<file path="config.mk">
export PLATFORM = sky130hd
export DESIGN_NAME = mod_mux_pipe
export DESIGN_NICKNAME = d
export VERILOG_FILES = /design/src/rtl/mod_mux_pipe.sv
export SDC_FILE = /design/constraint.sdc
export NUM_CORES = 1
export LEC_CHECK = 0
export BUFFER_PORTS_ARGS = -buffer_cell sky130_fd_sc_hd__buf_2
export CORE_UTILIZATION = 44
export CTS_BUF_LIST = sky130_fd_sc_hd__clkbuf_4 sky130_fd_sc_hd__clkbuf_8
export CTS_CLUSTER_DIAMETER = 60
export DETAILED_ROUTE_END_ITERATION = 16
export PLACE_DENSITY_LB_ADDON = 0.12
export REMOVE_ABC_BUFFERS = 1
export SLEW_MARGIN = 5
export SYNTH_ARGS = -nofsm -noshare
export SYNTH_HDL_FRONTEND = slang
export SYNTH_SLANG_ARGS = --single-unit
export TNS_END_PERCENT = 10
</file>
<file path="constraint.sdc">
create_clock -name clk -period 4.3 [get_ports clk]
set_input_delay 0.86 -clock clk [delete_from_list [all_inputs] [get_ports clk]]
set_output_delay 0.86 -clock clk [all_outputs]
set_load 0.02 [all_outputs]
</file>
<file path="src/rtl/mod_mux_pipe.sv">
// mod_mux_pipe
//   Pipelined N-way lane selector for the modular datapath. Each accepted beat
//   picks one P_WIDTH-bit lane out of NUM_IN packed lanes. The lane comes either
//   from the external select or from an internal round-robin counter. The result
//   travels through LAT valid-tagged register stages. There is no backpressure:
//   every accepted beat leaves exactly LAT cycles later.
//
// Ports
//   clk        clock, all state updates on the rising edge
//   rst        asynchronous active-high reset, clears all state
//   in_valid   an input beat is present this cycle
//   data_in    packed lanes, lane k = data_in[k*P_WIDTH +: P_WIDTH]
//   sel_in     external lane select, used when auto_en = 0
//   auto_en    1 = round-robin select, 0 = sel_in
//   flush      synchronous clear of the stage valids and the round-robin counter
//   S_out      data of the beat leaving the last stage
//   sel_out    lane index actually used for that beat
//   out_valid  S_out/sel_out carry a valid beat
//   err_out    sticky flag: an out-of-range sel_in was accepted
module mod_mux_pipe #(
  parameter int P_WIDTH = 64,
  parameter int NUM_IN  = 4,
  parameter int SEL_W   = 2,
  parameter int LAT     = 2
) (
  input  logic                       clk,
  input  logic                       rst,
  input  logic                       in_valid,
  input  logic [NUM_IN*P_WIDTH-1:0]  data_in,
  input  logic [SEL_W-1:0]           sel_in,
  input  logic                       auto_en,
  input  logic                       flush,
  output logic [P_WIDTH-1:0]         S_out,
  output logic [SEL_W-1:0]           sel_out,
  output logic                       out_valid,
  output logic                       err_out
);

  // NUM_IN can equal 2**SEL_W, so the range compare needs one extra bit.
  localparam logic [SEL_W:0]   NUM_IN_EXT = (SEL_W + 1)'(NUM_IN);
  localparam logic [SEL_W-1:0] RR_LAST    = SEL_W'(NUM_IN - 1);

  logic                 accept;
  logic [SEL_W-1:0]     rr_cnt;
  logic [SEL_W-1:0]     eff_sel;
  logic                 sel_ok;
  logic [SEL_W-1:0]     mux_sel;
  logic [P_WIDTH-1:0]   mux_data;

  logic                 stage_valid [LAT];
  logic [P_WIDTH-1:0]   stage_data  [LAT];
  logic [SEL_W-1:0]     stage_sel   [LAT];

  // Flush beats a concurrent input beat. An out-of-range select falls back to
  // lane 0. The reported select is then 0 as well, so sel_out always names
  // the lane that was really delivered.
  always_comb begin
    accept  = in_valid & ~flush;
    eff_sel = auto_en ? rr_cnt : sel_in;
    sel_ok  = {1'b0, eff_sel} < NUM_IN_EXT;
    mux_sel = sel_ok ? eff_sel : '0;
  end

  // The lane mux is written as a compare chain. This keeps every part-select
  // index constant and ignores select codes that name no lane.
  always_comb begin
    mux_data = '0;
    for (int k = 0; k < NUM_IN; k++) begin
      if (mux_sel == SEL_W'(k)) begin
        mux_data = data_in[k*P_WIDTH +: P_WIDTH];
      end
    end
  end

  // The round-robin counter wraps at NUM_IN-1, not at the top of its range.
  // It only moves on beats that are accepted in auto mode, so idle cycles and
  // manual beats leave the rotation where it was.
  always_ff @(posedge clk or posedge rst) begin
    if (rst) begin
      rr_cnt <= '0;
    end else if (flush) begin
      rr_cnt <= '0;
    end else if (accept && auto_en) begin
      rr_cnt <= (rr_cnt == RR_LAST) ? '0 : rr_cnt + 1'b1;
    end
  end

  // The error flag is sticky until reset. Flush does not clear it.
  always_ff @(posedge clk or posedge rst) begin
    if (rst) begin
      err_out <= 1'b0;
    end else if (accept && !auto_en && !sel_ok) begin
      err_out <= 1'b1;
    end
  end

  // The valid bits shift every cycle.
  // The data and select registers load only behind a valid beat. On idle
  // cycles the outputs therefore keep showing the last real beat.
  // A flush kills every valid bit and leaves the payload registers alone.
  always_ff @(posedge clk or posedge rst) begin
    if (rst) begin
      for (int i = 0; i < LAT; i++) begin
        stage_valid[i] <= 1'b0;
        stage_data[i]  <= '0;
        stage_sel[i]   <= '0;
      end
    end else begin
      stage_valid[0] <= accept;
      if (accept) begin
        stage_data[0] <= mux_data;
        stage_sel[0]  <= mux_sel;
      end
      for (int i = 1; i < LAT; i++) begin
        stage_valid[i] <= flush ? 1'b0 : stage_valid[i-1];
        if (!flush && stage_valid[i-1]) begin
          stage_data[i] <= stage_data[i-1];
          stage_sel[i]  <= stage_sel[i-1];
        end
      end
    end
  end

  assign S_out     = stage_data[LAT-1];
  assign sel_out   = stage_sel[LAT-1];
  assign out_valid = stage_valid[LAT-1];

endmodule

</file>
## Word level (Yosys, flattened, before mapping)

Index checks and enable logic that the tools add are counted.

| operators by class | value |
|---|---|
| add/sub/neg operators | 1 |
| equal/unequal tests | 4 |
| multiplexer cells | 9 |
| bitwise gates (word level) | 2 |
| reduce and logical (&&, ||, !) cells | 5 |

Operator list:

| operator | number |
|---|---|
| 64-bit 2-to-1 mux | 4 |
| 2-bit 2-to-1 mux | 4 |
| 2-bit == test (second input constant) | 3 |
| 2-bit by 1-bit adder with 2-bit output (second input constant) | 1 |
| 2-bit by 1-bit == test with 1-bit output (second input constant) | 1 |
| 1-bit logical AND | 2 |
| 2-bit zero test | 1 |
| 2-bit nonzero test | 1 |
| 1-bit bitwise AND | 1 |
| 1-bit zero test | 1 |
| 1-bit 2-to-1 mux | 1 |
| 1-bit inverter | 1 |

| storage, ports and cells | value |
|---|---|
| register bits after elaboration | 136 |
| logic and storage cells | 28 |

## Logic depth before layout (Yosys ltp)

| depth | value |
|---|---|
| word-level depth | 6 |
| gate-level depth with buffers | 7 |
| gate-level depth less buffers | 5 |

## Least setup slack after synthesis

No wires, ideal clock.

| timing path | value |
|---|---|
| path kind | input -> register |
| start point | input port auto_en |
| end point | register stage_data[84] (netlist name) |
| setup time | 132 ps |
| arrival | 1902 ps |
| required time | 4168 ps |
| setup slack | 2266 ps |
| cell stages on the path | 5 |
| buffers on the path | 2 |
| cells stage by stage | mux2i_2 -> buf_2 -> clkbuf_1 -> a2bb2oi_1 -> o21ai_1 |

| on the way | value |
|---|---|
| cells in the longest elaborated chain, start to end | 6 |

RTL lines:

| item | line | source |
|---|---|---|
| from (decl) | 31 | `input logic auto_en,` |
| 2-bit 2-to-1 mux * | 59 | `eff_sel = auto_en ? rr_cnt : sel_in;` |
| 2-bit zero test | 69 | `if (mux_sel == SEL_W'(k)) begin` |
| 64-bit 2-to-1 mux (3 in a row) | 69 |  |
| 64-bit 2-to-1 mux * | 69 |  |
| to (signal, indexed assignment) | 117 | `stage_data[i] <= stage_data[i-1];` |
| to (decl) | 51 | `logic [P_WIDTH-1:0] stage_data [LAT];` |

Mark *: on every way between the ends. The rest lies on a longest branch, timed or not.
A chain may end at the register's enable or synchronous reset.

## Worst setup path in the final report

| timing path | value |
|---|---|
| start point | input port auto_en |
| end point | register stage_data[106] (netlist name) |

Same word-level chain as after synthesis.

==> flow_summary.ini <==
[flow_run]
maxCapViolations = 0

[power]
swShare = 0.304
power_uw = 3930
seqPwrFrac = 0.419
p_int_uw = 2730
p_leak_uw = 0.00486
vdd_ir_drop_max_mv = 0.202
clockPowerShare = 0.331
combinationalPowerShare = 0.250
switching_power_uw = 1200
power.density_mw_per_mm2 = 441

[clock_network]
cts_root_buffer = clkbuf_8
holdBufCountCts = 0
cts_resized = 0
cts.reportedPaths.clkPinSlew_ns = 0.08
insertion_delay_ns = 0.44
cts_made_buffers = 17
clk_path_buf_depth = 2
post-cts-setup-buffers = 0
cts.htree.levels = 4
clock-sinks = 136
cts_tree = yes

[cells_and_area]
final_common_cell = buf_2
layout_common_cells = 329 x buf_2, 202 x nand2_1, 136 x dfrtp_1
final_cells = 1203
layout-drive-gt1-share = 0.402
layout.nets = 1237
syn2layout_area_growth_pct = 24.5
postLayoutCoreUtil = 0.561

[setup_path]
crit_type = input port to register
worst_setup_path_start_kind = input port
crit_arrival_ns = 2.60
endpoint_kind = register
crit_fanout = 67
required_ns = 4.61

[drt]
drt-pass1-iter-count = 5
postRouteAntennaNets = 0
drt_iter0_drc = 302
via_per_inst = 5.00
wl_um = 19200
wl_per_cell_um = 15.9
drc = 0
vias = 6017

[floorplan]
dieArea_sq_mm = 0.0168
core-area_sq_mm = 0.0159
start_util = 0.450
pin_count = 331
die_w_um = 129
dieHeight_um = 129
std_cell_rows = 46

[sta]
tightest_slew_ns = 0.893
fmax_mhz = 436
relSlewSlack = 0.405
hold_violations = 0
setup_viol = 0
rsz0062_at_grt = no
drv_slew = 0
min_period_over_period = 0.534
skew_ns = 0.0104
post-route-min-period_ns = 2.29

[placed_design]
dp.cells = 1170
hpwl_um = 13100
place_congestion = 0.775
io_buffers = 329

[global_routing]
antenna_found_initial = 1
grt_pass1_vias = 5767
overflow = 0
grtUsageTotal = 0.235
grt_pass1_wl_um = 30000
grt_max_degree = 101

[synth]
ys_seq_elements = 136
synth_seq_area_share = 0.476
syn_area_sq_mm = 0.00715
synth_warnings = 0
synthCells = 736
synth.distinct_cells = 28
syn_area_per_cell_sq_um = 9.72

[min_path]
hp-class = register to register

[run_status]
status = complete, no violations
==> worst paths after layout <==
path                       slack (ns)               to  cells past startpoint           start
max                              2.01  stage_data[106]                      6         auto_en
min                              0.47         S_out[2]                      2  stage_data[66]
max reg2reg                      2.26  stage_data[106]                      5       rr_cnt[1]
min reg2reg                      0.47         S_out[2]                      2  stage_data[66]
max in group asynchronous        2.85        S_out[23]                      3             rst
min in group asynchronous        0.63   stage_data[72]                      2             rst
==> metal layers <==
layer | vias to the layer above | share of wire | GRT usage
met5 | - | 0 | 0
met4 | 0 | 0.017 | 0.0882
met3 | 23 | 0.063 | 0.0504
met2 | 219 | 0.50 | 0.412
met1 | 2790 | 0.41 | 0.283
li1 | 2985 | - | -
==> kinds of logic (layout without fill, tap and decap cells) <==
group	count (synthesis)	count (layout)	share of synthesized area
multiplexers	66	66	0.0955
AND/OR/NAND/NOR	211	211	0.117
other	1	2	0.000524
buffers and inverters	125	375	0.110
AO/OA/AOI/OAI	196	196	0.199
flip-flops	136	136	0.476
adder cells (fa/ha/maj)	1	1	0.00175
==> final cells by class <==
cell class / count / area (sq um)
fillers: 1460 / 6980
flip-flops and latches: 136 / 3400
multi-input cells: 475 / 2980
repair buffers: 340 / 1740
clock buffers: 20 / 275
well taps: 216 / 270
clock inverters: 12 / 219
inverters: 3 / 16.3
diodes: 1 / 2.50
==> registers in the layout, indices dropped and copies added, names as in the netlist <==
signal,flops
out_valid,1
sel_out,2
rr_cnt,2
S_out,64
stage_valid,1
stage_data,64
stage_sel,2
==> synth_stat cells <==
library cell,number,area share
nand2b_1,2,0.0017
a2bb2oi_1,49,0.060
and2_1,1,0.00088
mux2i_2,1,0.0019
a21oi_1,8,0.0056
mux2i_4,1,0.0031
nand2_1,202,0.11
conb_1,1,0.00052
inv_1,3,0.0016
buf_1,2,0.0011
o21ai_0,1,0.00070
mux2_2,5,0.0079
nor3b_4,1,0.0026
buf_6,5,0.0079
nor2_1,2,0.0011
clkbuf_1,29,0.015
buf_2,16,0.011
ha_1,1,0.0017
nand3b_4,1,0.0028
a22oi_1,59,0.062
mux2i_1,59,0.083
nor3_1,1,0.00070
buf_4,70,0.073
o22ai_1,10,0.0087
a2bb2oi_2,10,0.021
dfrtp_1,136,0.48
nand3_1,1,0.00070
o21ai_1,59,0.041
==> stage by stage <==
stage | worst slack (ns) | TNS [ns] | area (sq um) | hold slack [ns]
after CTS | 2.01 | 0 | 8900 | 0.470
after global routing | 1.86 | 0 | 8910 | 0.490
final | 2.01 | 0 | 8910 | 0.469
after global placement | 1.57 | 0 | 8410 | 0.448
after detailed placement | 1.53 | 0 | 8410 | 0.454
after floorplan | -0.389 | -50.30 | 6370 | 0.439
==> power by group through the flow <==
stage | sequential [uW] | combinational, uW | clock (uW)
after floorplan | 1820 | 449 | 0
after global placement | 1660 | 989 | 0
after detailed placement | 1670 | 998 | 0
after CTS | 1650 | 999 | 1340
after global routing | 1680 | 1090 | 1390
final | 1650 | 982 | 1300
==> critical path: stages <==
cell	delay, ns
buf_2	0.17
mux2i_4	0.26
buf_4	0.69
nand2_1	0.28
o22ai_1	0.23
a21oi_1	0.10
Note: power is estimated with default switching activity, not from simulation.
